==> config.mk <==
export PLATFORM = sky130hd
export DESIGN_NAME = bcd_display_scanner
export DESIGN_NICKNAME = d
export VERILOG_FILES = /design/src/rtl/bcd_display_scanner.sv
export SDC_FILE = /design/constraint.sdc
export NUM_CORES = 1
export LEC_CHECK = 0
export CAP_MARGIN = 5
export CORE_ASPECT_RATIO = 0.7
export CORE_UTILIZATION = 52
export DETAILED_ROUTE_END_ITERATION = 12
export GPL_TIMING_DRIVEN = 0
export PLACE_DENSITY = 0.87
export SYNTH_ARGS = -nofsm -noshare
export SYNTH_HDL_FRONTEND = slang
export SYNTH_SLANG_ARGS = --single-unit
export TNS_END_PERCENT = 1
==> constraint.sdc <==
create_clock -name clk_out -period 2.5 [get_ports clk_out]
set_input_delay 0.25 -clock clk_out [delete_from_list [all_inputs] [get_ports clk_out]]
set_output_delay 0.25 -clock clk_out [all_outputs]
set_load 0.02 [all_outputs]
==> src/rtl/bcd_display_scanner.sv <==
// Four-digit multiplexed 7-segment scanner with inter-digit blanking.
// Latches four BCD digits and decimal points, then scans them onto shared
// active-low segment lines and per-digit active-low anodes.
// Optional build macro LEADING_ZERO_BLANK_EN: blanks leading zero digits 3..1.
module bcd_display_scanner #(
    parameter logic [15:0] SCAN_DIV     = 16'd50000,
    parameter logic [15:0] BLANK_CYCLES = 16'd16
) (
    input  logic        clk_out,
    input  logic        reset,
    input  logic [15:0] bcd_in,
    input  logic [3:0]  dp_in,
    input  logic        load,
    output logic [6:0]  seg,
    output logic        dp,
    output logic [3:0]  an,
    output logic        frame_done
);

    logic [15:0] digit_q, digit_d;
    logic [3:0]  dp_q, dp_d;
    logic [15:0] timer_q, timer_d;
    logic [1:0]  idx_q, idx_d;
    logic        frame_done_q, frame_done_d;

    logic        last_slot;
    logic        blank_phase;
    logic [3:0]  nibble;
    logic        suppress;

    // Active-low CA..CG; anything outside 0..9 shows a minus sign.
    function automatic logic [6:0] decode_seg(input logic [3:0] n);
        logic [6:0] s;
        case (n)
            4'd0:    s = 7'b0000001;
            4'd1:    s = 7'b1001111;
            4'd2:    s = 7'b0010010;
            4'd3:    s = 7'b0000110;
            4'd4:    s = 7'b1001100;
            4'd5:    s = 7'b0100100;
            4'd6:    s = 7'b0100000;
            4'd7:    s = 7'b0001111;
            4'd8:    s = 7'b0000000;
            4'd9:    s = 7'b0000100;
            default: s = 7'b1111110;
        endcase
        return s;
    endfunction

    // Next-state: capture strobe, slot timer and digit index advance.
    always_comb begin
        digit_d      = load ? bcd_in : digit_q;
        dp_d         = load ? dp_in : dp_q;
        last_slot    = (timer_q == SCAN_DIV - 16'd1);
        timer_d      = last_slot ? 16'd0 : timer_q + 16'd1;
        idx_d        = last_slot ? idx_q + 2'd1 : idx_q;
        // Registered, so the pulse lands in the cycle after the 3->0 wrap edge.
        frame_done_d = last_slot && (idx_q == 2'd3);
    end

    // State registers with asynchronous active-low reset.
    always_ff @(posedge clk_out or negedge reset) begin
        if (!reset) begin
            digit_q      <= 16'd0;
            dp_q         <= 4'd0;
            timer_q      <= 16'd0;
            idx_q        <= 2'd0;
            frame_done_q <= 1'b0;
        end else begin
            digit_q      <= digit_d;
            dp_q         <= dp_d;
            timer_q      <= timer_d;
            idx_q        <= idx_d;
            frame_done_q <= frame_done_d;
        end
    end

    assign frame_done = frame_done_q;

`ifdef LEADING_ZERO_BLANK_EN
    logic [3:0] is_zero;
    logic [3:0] lead_zero;

    // A digit is a leading zero when it and every higher digit are zero.
    always_comb begin
        for (int i = 0; i < 4; i++) begin
            is_zero[i] = (digit_q[i*4 +: 4] == 4'd0);
        end
        lead_zero[3] = is_zero[3];
        lead_zero[2] = is_zero[2] & lead_zero[3];
        lead_zero[1] = is_zero[1] & lead_zero[2];
        lead_zero[0] = 1'b0;
        suppress     = lead_zero[idx_q];
    end
`else
    assign suppress = 1'b0;
`endif

    // Output decode; reset gates outputs off without waiting for a clock.
    always_comb begin
        nibble      = digit_q[idx_q*4 +: 4];
        blank_phase = (timer_q < BLANK_CYCLES);
        an          = 4'b1111;
        seg         = 7'b1111111;
        dp          = 1'b1;
        if (reset && !blank_phase) begin
            an  = ~(4'b0001 << idx_q);
            seg = suppress ? 7'b1111111 : decode_seg(nibble);
            dp  = ~dp_q[idx_q];
        end
    end

endmodule

# [Yosys cells after proc, flatten, opt, wreduce, memory -nomap -nowiden]
# Memory sizes are Yosys's and may differ from the RTL's.
# Cells that the tools add are included.
[word_totals] regBits=39 mem_bits_ro=112 wordCells=25 mem_count=1
[classes] addsub=2 magnitude_cmp=2 n_eq_ne=2 shifts=2 muxes=6 n_bitwise=2 reduce_logical=3
[mem_list] name="(name not given)" words=16 width=7 rd=1 rd_clocked_by_memory_dff=0 write_ports=0 line="34" rtl="case (n)"
[op_table] operator="$add A16 B1 Y16 const B" count=1
[op_table] operator="$eq A16 B16 Y1 const B" count=1
[op_table] operator="$lt A16 B5 Y1 const B" count=1
[op_table] operator="$mux W16" count=1
[op_table] operator="$shiftx A16 B5 Y4" count=1
[op_table] operator="$mux W7" count=1
[op_table] operator="$mux W4" count=1
[op_table] operator="$not A4 Y4" count=1
[op_table] operator="$shl A1 B2 Y4 const A" count=1
[op_table] operator="$lt A2 B3 Y1 const B" count=1
[op_table] operator="$add A2 B1 Y2 const B" count=1
[op_table] operator="$bmux W1 S2" count=1
[op_table] operator="$eq A2 B2 Y1 const B" count=1
[op_table] operator="$logic_and A1 B1 Y1" count=2
[op_table] operator="$mux W1" count=2
[op_table] operator="$logic_not A1 Y1" count=1
[op_table] operator="$not A1 Y1" count=1

# [Depth between registers and ports, before layout]
# Gate-level depths: netlist of run 1.
[logic_depth] depth_word=4 depth_mapped=7 depth_no_buf=6

# [Least setup slack after synthesis of run 1]
# Ideal clock, no wire load.
[synth_timing] kind="register to output" startpoint="register idx_q[0]" endpoint="output port seg[3]" arrival_time_ns=2.072 required_ns=2.250 path_slack_ns=0.178 path_stages_with_launch=8 path_buffers=1 cell_sequence="dfrtp_1 > buf_2 > mux4_2 > inv_1 > ha_1 > nand2_1 > a21oi_1 > o21ai_0"
[synth_via] elab_chain_cells=3
[synth_rtl] element="start, declared" line="23" rtl="logic [1:0] idx_q, idx_d;"
[synth_rtl] element="start signal, assigned" line="73" rtl="idx_q <= idx_d;"
[synth_rtl] element="$shiftx A16 B5 Y4" line="101" rtl="nibble = digit_q[idx_q*4 +: 4];"
[synth_rtl] element="$mem_v2 Z16 W7"
[synth_rtl] element="$mux W7" line="106" rtl="if (reset && !blank_phase) begin"
[synth_rtl] element="end, declared" line="14" rtl="output logic [6:0] seg,"
# Every way passes these cells.

# [Final worst setup path of run 1]
# Same ends and word-level chain as after synthesis.

==> results of run 1 <==
[cell type report]
class	instances	area [um^2]	share of cell area, %
repair buffers	37	313	12.5
flip-flops and latches	39	976	39.0
clock buffers	6	82.6	3.30
plain buffers	5	28.8	1.15
inverters	9	33.8	1.35
well taps	50	62.6	2.50
clock inverters	1	8.76	0.350
multi-input cells	123	998	39.9
[report_power, final]
group	leakage (nW)	switching (mW)	internal (mW)
clock	0.0477	0.217	0.222
sequential	0.485	0.0170	0.663
combinational	0.550	0.0949	0.0988
[Yosys cell counts, types with 2 or more instances]
master,n
xor2_1,5
mux4_2,5
nand4_1,3
ha_1,11
clkbuf_1,4
nand3_1,4
mux2_2,21
buf_2,2
xnor2_1,9
or2_2,2
nor3_1,4
dfrtp_1,39
o21ai_0,9
nand2_1,13
a21oi_1,6
nor2_1,12
nand2b_1,3
nor4_1,5
inv_1,9
[metal layers]
metal	GRT usage [%]	up-vias	part of all wire (%)
met1	31.2	701	51
met2	34.5	29	46
li1	-	698	-
met4	4.81	0	0.51
met5	0	-	0
met3	4.50	3	3.0
[kinds of logic after synthesis]
kind of cell	count (synthesis)	synth area share, %
XOR/XNOR	14	6.04
adder cells (fa/ha/maj)	11	6.78
buffers and inverters	15	2.90
AND/OR/NAND/NOR	55	14.4
AO/OA/AOI/OAI	17	4.62
multiplexers	26	17.2
flip-flops	39	48.1
[worst min-delay path by stage]
stage	startpoint	to	slack (ns)	cells past startpoint
detailed placement	reset	dp_q[0]	0.41	1
floorplan	reset	digit_q[0]	-0.05	0
CTS	reset	dp_q[1]	0.1	1
global placement	timer_q[0]	timer_q[0]	0.48	1
finish	reset	dp_q[0]	0.07	1
global route	reset	dp_q[2]	0.14	1
[timing repair]
item	4_1_cts	5_1_grt
setup buffers	0	3
setup endpoints to repair	12	12
resized for setup	24	23
gates cloned	0	0
[critical path: stages, from the launching register on]
cell	delay, ns
dfrtp_1	0.39
buf_6	0.16
mux4_2	0.57
ha_2	0.21
or2_2	0.30
a21oi_1	0.18
o21ai_1	0.08
buf_2	0.17
[registers in the layout, summed over array words and instances (netlist names)]
| register | flops |
|---|---|
| dp_q | 4 |
| idx_q | 2 |
| frame_done | 1 |
| digit_q | 16 |
| timer_q | 16 |
[per-stage QoR]
stage	cell area [um^2]	power [mW]
final	2500	1.31
after global routing	2500	1.38
after CTS	2520	1.33
after detailed placement	2430	0.896
after global placement	2430	0.888
after floorplan	2030	0.798
==> flow_metrics.tcl, run 1 <==
set metrics [dict create \
    dp.cells 261 \
    r2r_end "timer_q[15]" \
    pre_cts_ws_ns -0.277 \
    setup_ws_ns -0.0922 \
    synth_top_cell_by_area "dfrtp_1" \
    area_growth_pct 23.3 \
    finalHoldViolCount 0 \
    hpwl_um 3130 \
    r2r_start "timer_q[6]" \
    crit_fanout 6 \
    crit_type "reg -> out" \
    rsz0062_at_grt "true" \
    ys_seq_area_share_pct 48.1 \
    place.gp.congestion 0.822 \
    wirelength_um 4100 \
    slew_violations 0 \
    antenna_found_initial 0 \
    die_y_um 54.3 \
    worst_pin_slew_ns 0.863 \
    num-fill-cells 257 \
    setup_viol 4 \
    period_needed_ns 2.59 \
    die_w_um 76.7 \
    whs_ns 0.0670 \
    die-area_um2 4160 \
    fmax_mhz 386 \
    critPathCaptureType "output pin" \
    netlist_instances 177 \
    cts_buffers 5 \
    powerDensity_nw_per_um2 524 \
    drt_pass1_iterations 4 \
    grt_pass1_vias 1361 \
    layout_commonest_cell "dfrtp_1" \
    syn_area_per_cell_um2 11.5 \
    grt-ovfl-total 0 \
    leakagePower_nw 1.08 \
    synth_nets 211 \
    yosys_register_bits 39 \
    worstRegToRegCells 4 \
    async_flop_share_pct 100 \
    maxCapViolations 0 \
    tns_ns -0.208 \
    critPathRequiredTime_ns 2.25 \
    cts_tree "done" \
    antenna_cells 0 \
    stdcell_count 270 \
    path_clk_slew_ns 0.07 \
    crit_path_end "seg[3]" \
    start_util_pct 56.0 \
    vias 1431 \
    clkSinkCount 39 \
    synth_warnings 0 \
    crit_path_start_kind "flop" \
    avgViaCountPerCell 5.30 \
    netlist_top_cells_area "dfrtp_1 48%, mux2_2 12%, ha_1 6.8%" \
    postRouteAntennaNets 0 \
    synth_cell_types 30 \
    worst_clock_skew_ns 0.00357 \
    crit_start "idx_q[0]" \
    track_usage_pct 21.7 \
    final_cell_mix "39 x dfrtp_1, 21 x mux2_2, 21 x clkdlybuf4s50_1" \
    cts_hold_buf 0 \
    grt_start_max_net_pins 41 \
    synth_edf_count 0 \
    final_nets 254 \
    dominantRegCellSynth "dfrtp_1" \
    drt-initial-drc-count 74 \
    htree_levels 2 \
    vdd_drop_max_mv 0.362 \
    drc 0 \
    core_region_area_um2 3630 \
    wl_per_cell_um 15.2 \
    reg2reg_slack_ns 0.68 \
    utilization_pct 69.0 \
    rows 18 \
    cts_buffer_depth 2 \
    period_share_pct 104 \
    insertion_delay_ns 0.29 \
    violations "negative setup slack" \
    max-slew-margin-rel_pct 42.4 \
    cts-root-buf "clkbuf_8" \
    grt_pass1_wl_um 6650 \
    min_path_type "in -> async" \
    io_buffers 34 \
    status "finished, violations left" \
    layout-drive-gt1-share_pct 26.8 \
    ioPinCount 36 \
    synth.cell_area_um2 2030 \
    cp_data_arrival_time_ns 2.34 \
    synth_top_area_share_pct 48.1 \
]
Note: power is estimated with default switching activity, not from simulation.
==> run 2: changes to the inputs <==
SLEW_MARGIN = 20   (was not set)
==> run 2 against run 1 <==
The run still ends with negative setup slack left. Largest cell class unchanged. Critical path depth is the same. Critical endpoint unchanged. Clock power grew 3%. Critical path type unchanged. Hold slack gained 0.35 ns.
==> flow_metrics.tcl, run 2 (same netlist as run 1, synthesis figures left out) <==
set metrics [dict create \
    wirelength_um 4220 \
    cts_buffer_depth 2 \
    tns_ns -0.00720 \
    rows 18 \
    internal_power_uw 993 \
    period_needed_ns 2.51 \
    maxCapViolations 0 \
    vias 1473 \
    p_seq_share_pct 50.9 \
    die_y_um 54.3 \
    clkSinkCount 39 \
    avgViaCountPerCell 5.40 \
    min_path_type "in -> async" \
    critPathRequiredTime_ns 2.25 \
    crit_slowest_cell "mux4_2" \
    cts_buffers 5 \
    layout-drive-gt1-share_pct 30.5 \
    grt_pass1_vias 1396 \
    dpl_cell_area_um2 2460 \
    cp_data_arrival_time_ns 2.26 \
    leakagePower_nw 1.10 \
    grt-ovfl-total 0 \
    ioPinCount 36 \
    powerDensity_nw_per_um2 525 \
    drt-initial-drc-count 89 \
    violations "negative setup slack" \
    period_share_pct 100 \
    grt_start_max_net_pins 25 \
    p_clk_share_pct 33.8 \
    vdd_drop_max_mv 0.437 \
    die_w_um 76.7 \
    start_util_pct 56.0 \
    layout_commonest_cell "dfrtp_1" \
    worst_pin_slew_ns 0.570 \
    final_nets 256 \
    crit_path_start_kind "flop" \
    hpwl_um 3180 \
    cts_tree "done" \
    die-area_um2 4160 \
    swShare_pct 25.7 \
    antenna_found_initial 0 \
    slew_violations 0 \
    cts-root-buf "clkbuf_8" \
    antenna_cells 0 \
    drc 0 \
    path_clk_slew_ns 0.08 \
    setup_ws_ns -0.00720 \
    insertion_delay_ns 0.30 \
    rsz0062_at_grt "true" \
    critPathCaptureType "output pin" \
    switching_power_uw 343 \
    final_cell_area_um2 2550 \
    area_growth_pct 25.4 \
    finalPower_mw 1.34 \
    p_comb_share_pct 15.2 \
    worst_clock_skew_ns 0.00600 \
    place.gp.congestion 0.822 \
    slowest_delay_ns 0.57 \
    status "finished, violations left" \
    drt_pass1_iterations 4 \
    postRouteAntennaNets 0 \
    core_region_area_um2 3630 \
    grt_pass1_wl_um 6800 \
    max-slew-margin-rel_pct 62.0 \
    crit_type "reg -> out" \
    io_buffers 34 \
    htree_levels 2 \
    setup_viol 1 \
    crit_fanout 6 \
    wl_per_cell_um 15.5 \
    track_usage_pct 22.4 \
    crit_path_cell_trace "buf_6 > mux4_2 > ha_2 > or2_2 > a21oi_2 > o21ai_0 > buf_2" \
    top_regs "digit_q (16), timer_q (16), dp_q (4)" \
    fmax_mhz 399 \
    final_cell_mix "37 x dfrtp_1, 21 x mux2_2, 21 x clkdlybuf4s50_1" \
    finalHoldViolCount 0 \
]
-- run 2: stage by stage --
step	hold WS, ns	cells	util [%]	worst slack (ns)
after detailed placement	0.218	262	67.7	-0.275
after CTS	0.433	272	71.1	-0.0485
after floorplan	-0.0456	177	-	0.178
after global placement	0.477	261	67.1	-1.20
after global routing	0.483	273	70.2	-0.0997
final	0.421	273	70.2	-0.00720
-- run 2: worst paths after layout --
| path | from | to | slack [ns] | cells after the start |
|---|---|---|---|---|
| hold reg to reg | timer_q[0] | timer_q[0] | 0.50 | 1 |
| hold / removal | reset | digit_q[0] | 0.42 | 2 |
| setup reg to reg | timer_q[10] | idx_q[0] | 0.70 | 5 |
| min in group clk_out | timer_q[0] | timer_q[0] | 0.50 | 1 |
| max in group asynchronous | reset | digit_q[8] | 1.62 | 3 |
| setup / recovery | idx_q[0] | seg[3] | -0.007 | 7 |
-- run 2: area by class of cell --
class	instances	area, um^2
plain buffers	5	28.8
inverters	9	33.8
fillers	252	1080
multi-input cells	123	1000
repair buffers	39	342
clock buffers	6	82.6
well taps	50	62.6
clock inverters	2	13.8
flip-flops and latches	39	978
-- run 2: power groups by stage --
stage	registers [mW]	clock network [mW]	logic, mW
after floorplan	0.685	0	0.113
after global placement	0.690	0	0.198
after detailed placement	0.692	0	0.210
after CTS	0.680	0.459	0.208
after global routing	0.684	0.486	0.223
final	0.680	0.452	0.204
-- run 2: critical path: cells and delay by family, from the launching register on --
family | cells | cell delay, ns
fa+ha+maj | 1 | 0.19
flops | 1 | 0.36
simple gates | 1 | 0.31
buf+inv | 2 | 0.32
compound gates | 2 | 0.22
mux | 1 | 0.57
-- run 2: repair_timing --
| action | in CTS | in global routing |
|---|---|---|
| hold endpoints to repair | 15 | 0 |
| hold buffers | 1 | 0 |
| pin swaps | 0 | 1 |
| gates resized for setup | 38 | 19 |
| buffers inserted | 2 | 1 |
| setup endpoints to repair | 12 | 12 |
-- run 2: metal layers --
layer	vias up	GRT usage, %	routed length (um)
met3	6	4.17	151
met4	0	7.69	51
met2	36	35.3	1970
li1	705	-	-
met1	726	31.8	2050
met5	-	0	0
==> run 3: changes to the inputs <==
CTS_CLUSTER_SIZE = 25   (was not set)
==> results of run 3 <==
Final layout, timing and power as in run 2 (identical DEF).
